$ cat src/rtl/elevator_bank.sv
// elevator_bank: position controller for NUM_CARS independent cars over NUM_FLOORS floors.
// Each car runs a MOVE / DWELL / FROZEN state machine on the shared step enable. Cars
// reverse automatically at the end floors. A car leaving FROZEN looks at any car parked
// on the same floor and picks the opposite direction.
// All outputs come straight from registers.

module elevator_bank #(
    parameter int NUM_CARS   = 2,
    parameter int NUM_FLOORS = 6,
    parameter int FLOOR_W    = 3,
    parameter int DWELL      = 3
) (
    input  logic                          i_clock,
    input  logic                          i_reset,
    input  logic                          i_step,
    input  logic [NUM_CARS-1:0]           i_emergency,
    input  logic [NUM_CARS-1:0]           i_turn,
    input  logic [NUM_CARS-1:0]           i_hold,
    output logic [NUM_CARS*FLOOR_W-1:0]   o_pos,
    output logic [NUM_CARS-1:0]           o_dir,
    output logic [2*NUM_CARS-1:0]         o_state,
    output logic [NUM_CARS-1:0]           o_door_open
);

    // The dwell counter only has to hold DWELL-1, and it is never narrower than one bit.
    localparam int CNT_W = (DWELL > 1) ? $clog2(DWELL) : 1;

    localparam logic [FLOOR_W-1:0] TOP_FLOOR    = FLOOR_W'(NUM_FLOORS - 1);
    localparam logic [FLOOR_W-1:0] BOTTOM_FLOOR = '0;
    localparam logic [FLOOR_W-1:0] ONE_FLOOR    = FLOOR_W'(1);
    localparam logic [CNT_W-1:0]   DWELL_RELOAD = CNT_W'(DWELL - 1);

    typedef enum logic [1:0] {
        ST_MOVE   = 2'b00,
        ST_DWELL  = 2'b01,
        ST_FROZEN = 2'b10
    } car_state_t;

    // Per-car registered state; these registers drive the outputs directly.
    logic [FLOOR_W-1:0] r_pos   [NUM_CARS];
    car_state_t         r_state [NUM_CARS];
    logic [CNT_W-1:0]   r_cnt   [NUM_CARS];
    logic [NUM_CARS-1:0] r_dir;
    logic [NUM_CARS-1:0] r_door;

    // Per-car combinational helpers.
    logic [FLOOR_W-1:0] w_mv_pos   [NUM_CARS];
    logic               w_mv_dir   [NUM_CARS];
    logic               w_peer_hit [NUM_CARS];
    logic               w_peer_dir [NUM_CARS];

    // Next floor and direction for a car taking a move step. Turn is applied first,
    // then the end floors force a reversal, so the floor index never wraps.
    always_comb begin
        logic v_eff;
        v_eff = 1'b0;
        // NOTE: every combinational output gets a default before any branch, so no path
        // leaves a signal unassigned and no latch is inferred.
        for (int i = 0; i < NUM_CARS; i++) begin
            w_mv_dir[i] = 1'b0;
            w_mv_pos[i] = r_pos[i];
        end
        for (int i = 0; i < NUM_CARS; i++) begin
            v_eff = r_dir[i] ^ i_turn[i];
            if (v_eff && (r_pos[i] == TOP_FLOOR)) begin
                v_eff = 1'b0;
            end else if (!v_eff && (r_pos[i] == BOTTOM_FLOOR)) begin
                v_eff = 1'b1;
            end
            w_mv_dir[i] = v_eff;
            w_mv_pos[i] = v_eff ? (r_pos[i] + ONE_FLOOR) : (r_pos[i] - ONE_FLOOR);
        end
    end

    // For each car, find the lowest-numbered other car on the same floor. A car leaving
    // FROZEN takes the opposite of that car's pre-edge direction, so the two cars split up.
    always_comb begin
        for (int i = 0; i < NUM_CARS; i++) begin
            w_peer_hit[i] = 1'b0;
            w_peer_dir[i] = 1'b0;
            // Scan downwards so the lowest matching index is the one that sticks.
            for (int j = NUM_CARS - 1; j >= 0; j--) begin
                if ((j != i) && (r_pos[j] == r_pos[i])) begin
                    w_peer_hit[i] = 1'b1;
                    w_peer_dir[i] = r_dir[j];
                end
            end
        end
    end

    // Per-car state machine. Priority is reset, then emergency (which needs no step),
    // then the step-qualified MOVE / DWELL / FROZEN behaviour.
    always_ff @(posedge i_clock) begin
        if (i_reset) begin
            // NOTE: the per-car arrays are control state, not bulk storage, so every
            // element is reset. Otherwise a car could come out of reset mid-dwell.
            for (int i = 0; i < NUM_CARS; i++) begin
                r_pos[i]   <= '0;
                r_state[i] <= ST_MOVE;
                r_cnt[i]   <= '0;
            end
            r_dir  <= '1;
            r_door <= '0;
        end else begin
            for (int i = 0; i < NUM_CARS; i++) begin
                // NOTE: non-blocking assignments throughout, so every car reads the same
                // pre-edge positions and directions, whatever the loop order.
                if (i_emergency[i]) begin
                    r_state[i] <= ST_FROZEN;
                    r_door[i]  <= 1'b0;
                    r_cnt[i]   <= '0;
                end else if (i_step) begin
                    case (r_state[i])
                        ST_FROZEN: begin
                            // Leaving FROZEN uses up this step. The car does not move and turn is ignored.
                            r_state[i] <= ST_MOVE;
                            if (w_peer_hit[i]) begin
                                r_dir[i] <= ~w_peer_dir[i];
                            end
                        end
                        ST_MOVE: begin
                            if (i_hold[i]) begin
                                r_state[i] <= ST_DWELL;
                                r_cnt[i]   <= DWELL_RELOAD;
                                r_door[i]  <= 1'b1;
                            end else begin
                                r_pos[i] <= w_mv_pos[i];
                                r_dir[i] <= w_mv_dir[i];
                            end
                        end
                        ST_DWELL: begin
                            if (i_hold[i]) begin
                                r_cnt[i] <= DWELL_RELOAD;
                            end else if (r_cnt[i] == '0) begin
                                r_state[i] <= ST_MOVE;
                                r_door[i]  <= 1'b0;
                            end else begin
                                r_cnt[i] <= r_cnt[i] - CNT_W'(1);
                            end
                        end
                        default: begin
                            // The unused encoding recovers to a closed, moving car.
                            r_state[i] <= ST_MOVE;
                            r_door[i]  <= 1'b0;
                            r_cnt[i]   <= '0;
                        end
                    endcase
                end
            end
        end
    end

    // Pack the per-car registers onto the flat output buses.
    for (genvar g = 0; g < NUM_CARS; g++) begin : g_out
        assign o_pos[g*FLOOR_W +: FLOOR_W] = r_pos[g];
        assign o_state[2*g +: 2]           = r_state[g];
    end

    assign o_dir       = r_dir;
    assign o_door_open = r_door;

endmodule

$ cat config.mk
export PLATFORM = sky130hd
export DESIGN_NAME = elevator_bank
export DESIGN_NICKNAME = d
export VERILOG_FILES = /design/src/rtl/elevator_bank.sv
export SDC_FILE = /design/constraint.sdc
export NUM_CORES = 1
export LEC_CHECK = 0
export CORE_MARGIN = 8
export CORE_UTILIZATION = 45
export CTS_CLUSTER_SIZE = 20
export DETAILED_ROUTE_END_ITERATION = 8
export PLACE_DENSITY = 0.79
export SYNTH_ARGS = -nofsm -noshare
export SYNTH_HDL_FRONTEND = slang
export SYNTH_SLANG_ARGS = --single-unit
$ cat constraint.sdc
create_clock -name i_clock -period 2.2 [get_ports i_clock]
set_input_delay 0.44 -clock i_clock [delete_from_list [all_inputs] [get_ports i_clock]]
set_output_delay 0.44 -clock i_clock [all_outputs]
set_load 0.005 [all_outputs]
Yosys cells after proc, flatten, opt, wreduce, memory -nomap -nowiden
Memory sizes are Yosys's and may differ from the RTL's. Cells that the tools add are included.

$add $sub $neg: 6. Equality and inequality tests: 18. Muxes and demuxes: 136. Bitwise operators: 30. Reductions and logical operators: 22.

Operator list (number): $mux 1 (108); $mux 2 (20); $or 1x1->1 (22); $ne 2x2->1 const B (10); $reduce_and 5->1 (4); $mux 3 (4); $logic_not 2->1 (4); $add 3x1->3 const B (2); $eq 3x3->1 (2); $eq 3x3->1 const B (2); $logic_not 3->1 (2); $not 1->1 (6); $pmux 1 s3 (2); $reduce_or 3->1 (2); $sub 3x1->3 const B (2); $eq 2x1->1 const B (2); $eq 2x2->1 const B (2); $logic_and 1x1->1 (4); $pmux 1 s2 (2); $reduce_bool 2->1 (2); $reduce_or 2->1 (2); $sub 2x1->2 const B (2); $logic_not 1->1 (2); $xor 1x1->1 (2).

Flip-flop bits (word level): 4. RAM bits: 14. Bits of input ports: 9. Logic and storage cells: 219. Memories: 3.

Memory list: r_pos (depth 2, bits a word 3, read ports 2, clocked after memory_dff 0, wr ports 2, line 40) `logic [FLOOR_W-1:0] r_pos [NUM_CARS];`; r_cnt (depth 2, bits a word 2, read ports 2, clocked after memory_dff 0, wr ports 2, line 42) `logic [CNT_W-1:0] r_cnt [NUM_CARS];`; r_state (depth 2, bits a word 2, read ports 2, clocked after memory_dff 0, wr ports 2, line 41) `car_state_t r_state [NUM_CARS];`.

Logic depth before layout (Yosys ltp)
Word-level depth: 10. Depth in mapped cells: 7.

Worst setup path before layout
Ideal clock, no wire load.

Kind: input -> register. From: input port i_turn[0]. To: memory r_pos[0][2], data pin. Setup time: 268 ps. Arrival: 1566 ps. Required time: 1932 ps. Path slack: 366 ps. Stages on the path: 7. Cells stage by stage: xor2_1 -> o21ai_0 -> nand2_1 -> o21ai_0 -> fa_1 -> xor2_1 -> nor2_1.

RTL lines: start, declared (line 17) `input logic [NUM_CARS-1:0] i_turn,`; end, declared (line 40).

==> metrics.csv <==
metric,value,unit
status,"finished, final reports clean",
Post-Syn Area,1170,um2
Max transition margin,73.9,%
H-tree Lvls,1,
synth-to-layout area growth,27.3,%
CP Class,in2reg,
Hold Worst Slack,0.514,ns
Seq cells post-synth,18,
fillcell total,227,
initial antenna violation count,0,
"Design Area, Final",1490,um2
WL met1,1210,um
synthesized area per cell,8.78,um2
diode count,0,
row count,18,
Clock Pin Slew Worst Setup and Hold Paths,0.11,ns
Critical Path RT,2.26,ns
vias in the first global route,970,
DP HPWL,2170,um
Yosys cell types,34,
measured slew at the worst slew-check pin,0.392,ns
nets,174,
"non-filler cells, final",190,
Ports,23,
gpl congestion,0.876,
final hold viol count,0,
dpl cells,186,
VDD IR max,322,uV
async set or reset register ratio after synthesis,0,%
Main synth FF type,edfxtp_1,
crit-path cells,clkdlybuf4s50_1 > xor2_1 > o21ai_0 > nand2_1 > o21ai_0 > fa_1 > xor2_1 > nor2_1,
Die W,66.9,um
"slowest stage delay, CP",0.47,ns
global-route wire length before repair,4220,um
DRT antenna net count,0,
Syn Nets,146,
Port-buffer cells,22,
"Slowest-stage cell, CP",clkdlybuf4s50_1,
die area,4480,um2
Met3 Wirelength,187,um
setup bufs post-CTS,0,
all-layer global routing usage,11.8,%
wire length on met2,1300,um
Setup TNS,0,ns
register area share after synthesis,42.0,%
Die Y,66.9,um
Sequential Area,490,um2
Worst Path Arrival,2.02,ns
worst path buffer plus inverter count,1,
vias per cell,5.61,
vias,1065,
core area,2480,um2
maximum clock path buffer count,2,
YS warnings,0,
CTS sink cnt,18,
layout cell share with drive strength beyond 1,7.50,%
crit path launch type,primary input,
LEAKAGE,0.574,nW
"Period Utilization, post-route",89.3,%
Post-synth EDFFs,13,
clk_lat worst skew,0.29,ns
CTS buffer count,3,
Cells after Synth,133,
Highest Signal Layer,met4,
RSZ-0062 raised after global routing,no,
Final Skew,0.00496,ns
Worst Hold Class,reg2reg,
Max Slew Vio Count,0,
Root Driver,clkbuf_4,
CP Capture Type,flop,
Max-cap violations,0,
Max Freq,509,MHz
"CP delay by family, top",buffers and inverters,
Area after DPL,1450,um2
"Min Clock Period, post-route",1.97,ns
area occupied by multi-input gates,616,um2
Pre-antenna DRT Iters,4,
Initial Util,47.1,%
final WL,2740,um
Critical Path Fanout Max,2,
drt initial violations,70,
total congestion overflow,0,
CTS resizes,0,
utilization after layout,60.0,%
CTS Hold Bufs,0,
drt wl/cell,14.4,um
pin count of the biggest net entering global routing,13,
CTS tree,done,
Finish-stage setup viols,0,
PD cells,552,nW/um2
Post-route DRC,0,
cell families (layout without fill, tap and decap cells):
group | after synthesis | after routing | share of synthesized area, %
compound gates | 30 | 30 | 15.9
xor+xnor | 7 | 7 | 5.25
fa+ha+maj | 4 | 4 | 5.57
buf+inv | 16 | 43 | 5.25
flops | 18 | 18 | 42.0
simple gates | 58 | 58 | 26.0
power by group:
group	leakage, nW	switching (mW)	internal [mW]
Clock	0.0210	0.104	0.101
Sequential	0.182	0.0339	0.385
Combinational	0.371	0.0914	0.105
Total	0.574	0.230	0.591
layer usage:
layer	track usage, %	vias to the layer above
li1	-	528
met1	13.4	494
met2	20.5	37
met3	3.02	6
met4	4.18	0
met5	0	-
layout make-up:
class	count	share of cell area, %
Inverter	11	2.78
Multi-Input combinational cell	99	41.4
Timing Repair Buffer	28	17.8
Sequential cell	18	33.0
Clock buffer	4	2.44
Tap cell	30	2.53
sequential cells by signal (all words and copies together), names as in the netlist:
name and flops:
o_dir 2, r_cnt 4, r_state 4, r_pos 6
o_door_open 2
layout by cell type (no fill, tap or decap), types with 3 or more instances in the layout:
master | Yosys | routed
nand3b_1 | 3 | 3
nor2b_1 | 5 | 5
clkdlybuf4s50_1 | 0 | 22
buf_4 | 0 | 6
nand2b_1 | 6 | 6
xnor2_1 | 5 | 5
nor4_1 | 3 | 3
inv_1 | 10 | 10
o21ai_0 | 10 | 10
nor3_1 | 4 | 4
nand2_1 | 11 | 11
nor2_1 | 20 | 20
edfxtp_1 | 13 | 13
a21oi_1 | 7 | 7
clkbuf_4 | 0 | 3
dfxtp_1 | 5 | 5
final timing paths:
check                                     from  slack [ns]  depth (start not counted)              to
worst max register to register        o_dir[0]        0.39                          7     r_pos[0][2]
worst max-delay path                 i_turn[0]        0.23                          8     r_pos[0][2]
worst min register to register  o_door_open[1]        0.51                          1  o_door_open[1]
worst min-delay path            o_door_open[1]        0.51                          1  o_door_open[1]
cells in the mapped netlist (2+ instances only):
cell      count  area (um2)
nor2_1       20        75.1
edfxtp_1     13         390
nand2_1      11        41.3
inv_1        10        37.5
o21ai_0      10        50.1
a21oi_1       7        35.0
nand2b_1      6        37.5
dfxtp_1       5         100
nor2b_1       5        31.3
xnor2_1       5        43.8
clkbuf_1      4        15.0
nor3_1        4        20.0
nand3b_1      3        22.5
nor4_1        3        18.8
a31oi_1       2        12.5
fa_1          2        40.0
ha_1          2        25.0
nand3_1       2        10.0
o211a_1       2        20.0
o22ai_1       2        12.5
xor2_1        2        17.5
through the flow:
stage               setup slack [ns]  power (mW)
floorplan                      0.366       0.529
global placement             -0.0239       0.609
detailed placement           -0.0672       0.623
CTS                            0.234       0.826
global route                   0.152       0.861
finish                         0.235       0.821
Power figures use the tool's default switching activity.
==> edit (same flow settings) <==
`FLOOR_W`: 3 -> 2.
--- a/src/rtl/elevator_bank.sv
+++ b/src/rtl/elevator_bank.sv
@@ -7,7 +7,7 @@
 module elevator_bank #(
     parameter int NUM_CARS   = 2,
     parameter int NUM_FLOORS = 6,
-    parameter int FLOOR_W    = 3,
+    parameter int FLOOR_W    = 2,
     parameter int DWELL      = 3
 ) (
     input  logic                          i_clock,
Interface: changed (resized o_pos); port bits go from 23 to 21. The function was not compared with the original's and may differ.
==> edit against the unedited design <==
Largest cell class unchanged; routed wire length fell by 10%; total power fell by 11%; worst setup slack improved by 0.10 ns; design area fell by 11%; critical path type is now flip-flop to output port; global-route usage rose by 0.11 points; synthesized area fell by 9.5%; sequential power fell by 13%; critical endpoint is now o_state[3]; sequential cell count fell by 2; largest power group unchanged; highest routed layer unchanged.
==> edit: results (changes against the unedited design) <==
[outcome]
status=finished clean

[setup_path]
rr_endpoint=o_dir[1]
reg2reg_from=r_state[1][0]
critPathArrivalTime_ns=1.42  ; -0.60 ns
crit_path_end=o_state[3]
ff2ff_path_depth=4  ; -3
max_stage_delay_ns=0.58  ; +0.11 ns
crit_path_start=r_state[1][1]
r2r_slack_ns=0.51  ; +0.12 ns
worstPathMaxFanout=11  ; +9

[final_layout]
design_area_um2=1330  ; -11%
multi_input_cells=81  ; -18%
stdcell_count=164  ; -14%
top_regs=r_cnt (4), r_pos (4), r_state (4)
nonClkBufAreaFrac_pct=17.9  ; +0.080 points
layout-drive-gt1-share_pct=16.2  ; +8.7 points
clk_share_pct=2.74  ; +0.29 points
multi_input_area_um2=549  ; -11%
nNonClkBuffers=25  ; -11%
finalNetCount=148  ; -15%

[power_and_ir_drop]
p_leak_nw=0.524  ; -8.7%
comb_power_share_pct=22.8  ; -1.1 points
clkPwrFrac_pct=27.0  ; +2.0 points
netSwitchingFraction_pct=27.2  ; -0.74 points
ir_drop_v=0.000330  ; +2.6%

[place]
hpwl_um=1910  ; -12%
io_buffers=20  ; -9.1%
dp_slack_ns=0.0575  ; +0.125 ns
routabilityCongestion=0.890  ; +1.7%

[logic_synthesis]
synthMuxAreaShare_pct=2.13  ; +2.1 points
synth_seq_cells=16  ; -2
synth-xor-area-share_pct=4.98  ; -0.28 points
synth_compound_area_share_pct=16.7  ; +0.84 points
synth_fa_ha_area_share_pct=2.37  ; -3.2 points
synth.distinct_cells=38  ; +12%
synth_area_per_cell_um2=9.35  ; +6.5%
synth_edf_count=11  ; -2
synth_common_cells=nor2_1, edfxtp_1, inv_1
syn_inst=113  ; -15%
ys_seq_area_share_pct=40.8  ; -1.3 points
ys_top_cells_by_area=edfxtp_1, dfxtp_1, nor2_1
synth_nets=124  ; -15%

[routing]
finalWirelength_um=2460  ; -10%
drt_iter0_drc=47  ; -33%
vias_per_cell=5.76  ; +2.8%

[clock_network]
root_buffer=clkbuf_4
clk_latency_ns=0.29  ; about the same
post-cts-setup-buffers=0  ; unchanged

[global_route]
grt_max_degree=12  ; -1
grt_pass1_wl_um=4080  ; -3.4%
grt_usage_pct=11.9  ; +0.11 points
first_global_vias=922  ; -4.9%

[hold_path]
min-delay-start=o_door_open[0]
hold_depth=2  ; +1

[sta]
clock_skew_ns=0.00552  ; +0.000555 ns
worstMarginPinSlew_ns=0.366  ; -0.0254 ns

## edit: cell types whose count changed in the layout (fill, tap and decap cells not counted), sizes merged, moves of 3 or more
cell,before,now
nand3b,3,0
o21ai,11,1
or2,0,3
nand2,11,5
nor2,20,15
nor2b,5,1
a211o,0,4
nor3b,0,4
## edit: metrics by stage
| step | hold WS (ns) | power [mW] |
|---|---|---|
| after global routing | 0.585 | 0.765 |
| after global placement | 0.534 | 0.532 |
| after floorplan | 0.519 | 0.468 |
| after CTS | 0.560 | 0.734 |
| final | 0.556 | 0.728 |
| after detailed placement | 0.543 | 0.537 |
## edit: layer usage
layer	track usage, %	share of wire [%]
met1	14.2	42
met2	19.9	51
met5	0	0
met3	2.58	5.5
met4	5.45	1.2
## edit: kinds of logic after synthesis
family | Yosys count
AND/OR/NAND/NOR | 47
adder cells (fa/ha/maj) | 2
multiplexers | 2
flip-flops | 16
buffers and inverters | 16
XOR/XNOR | 6
AO/OA/AOI/OAI | 24
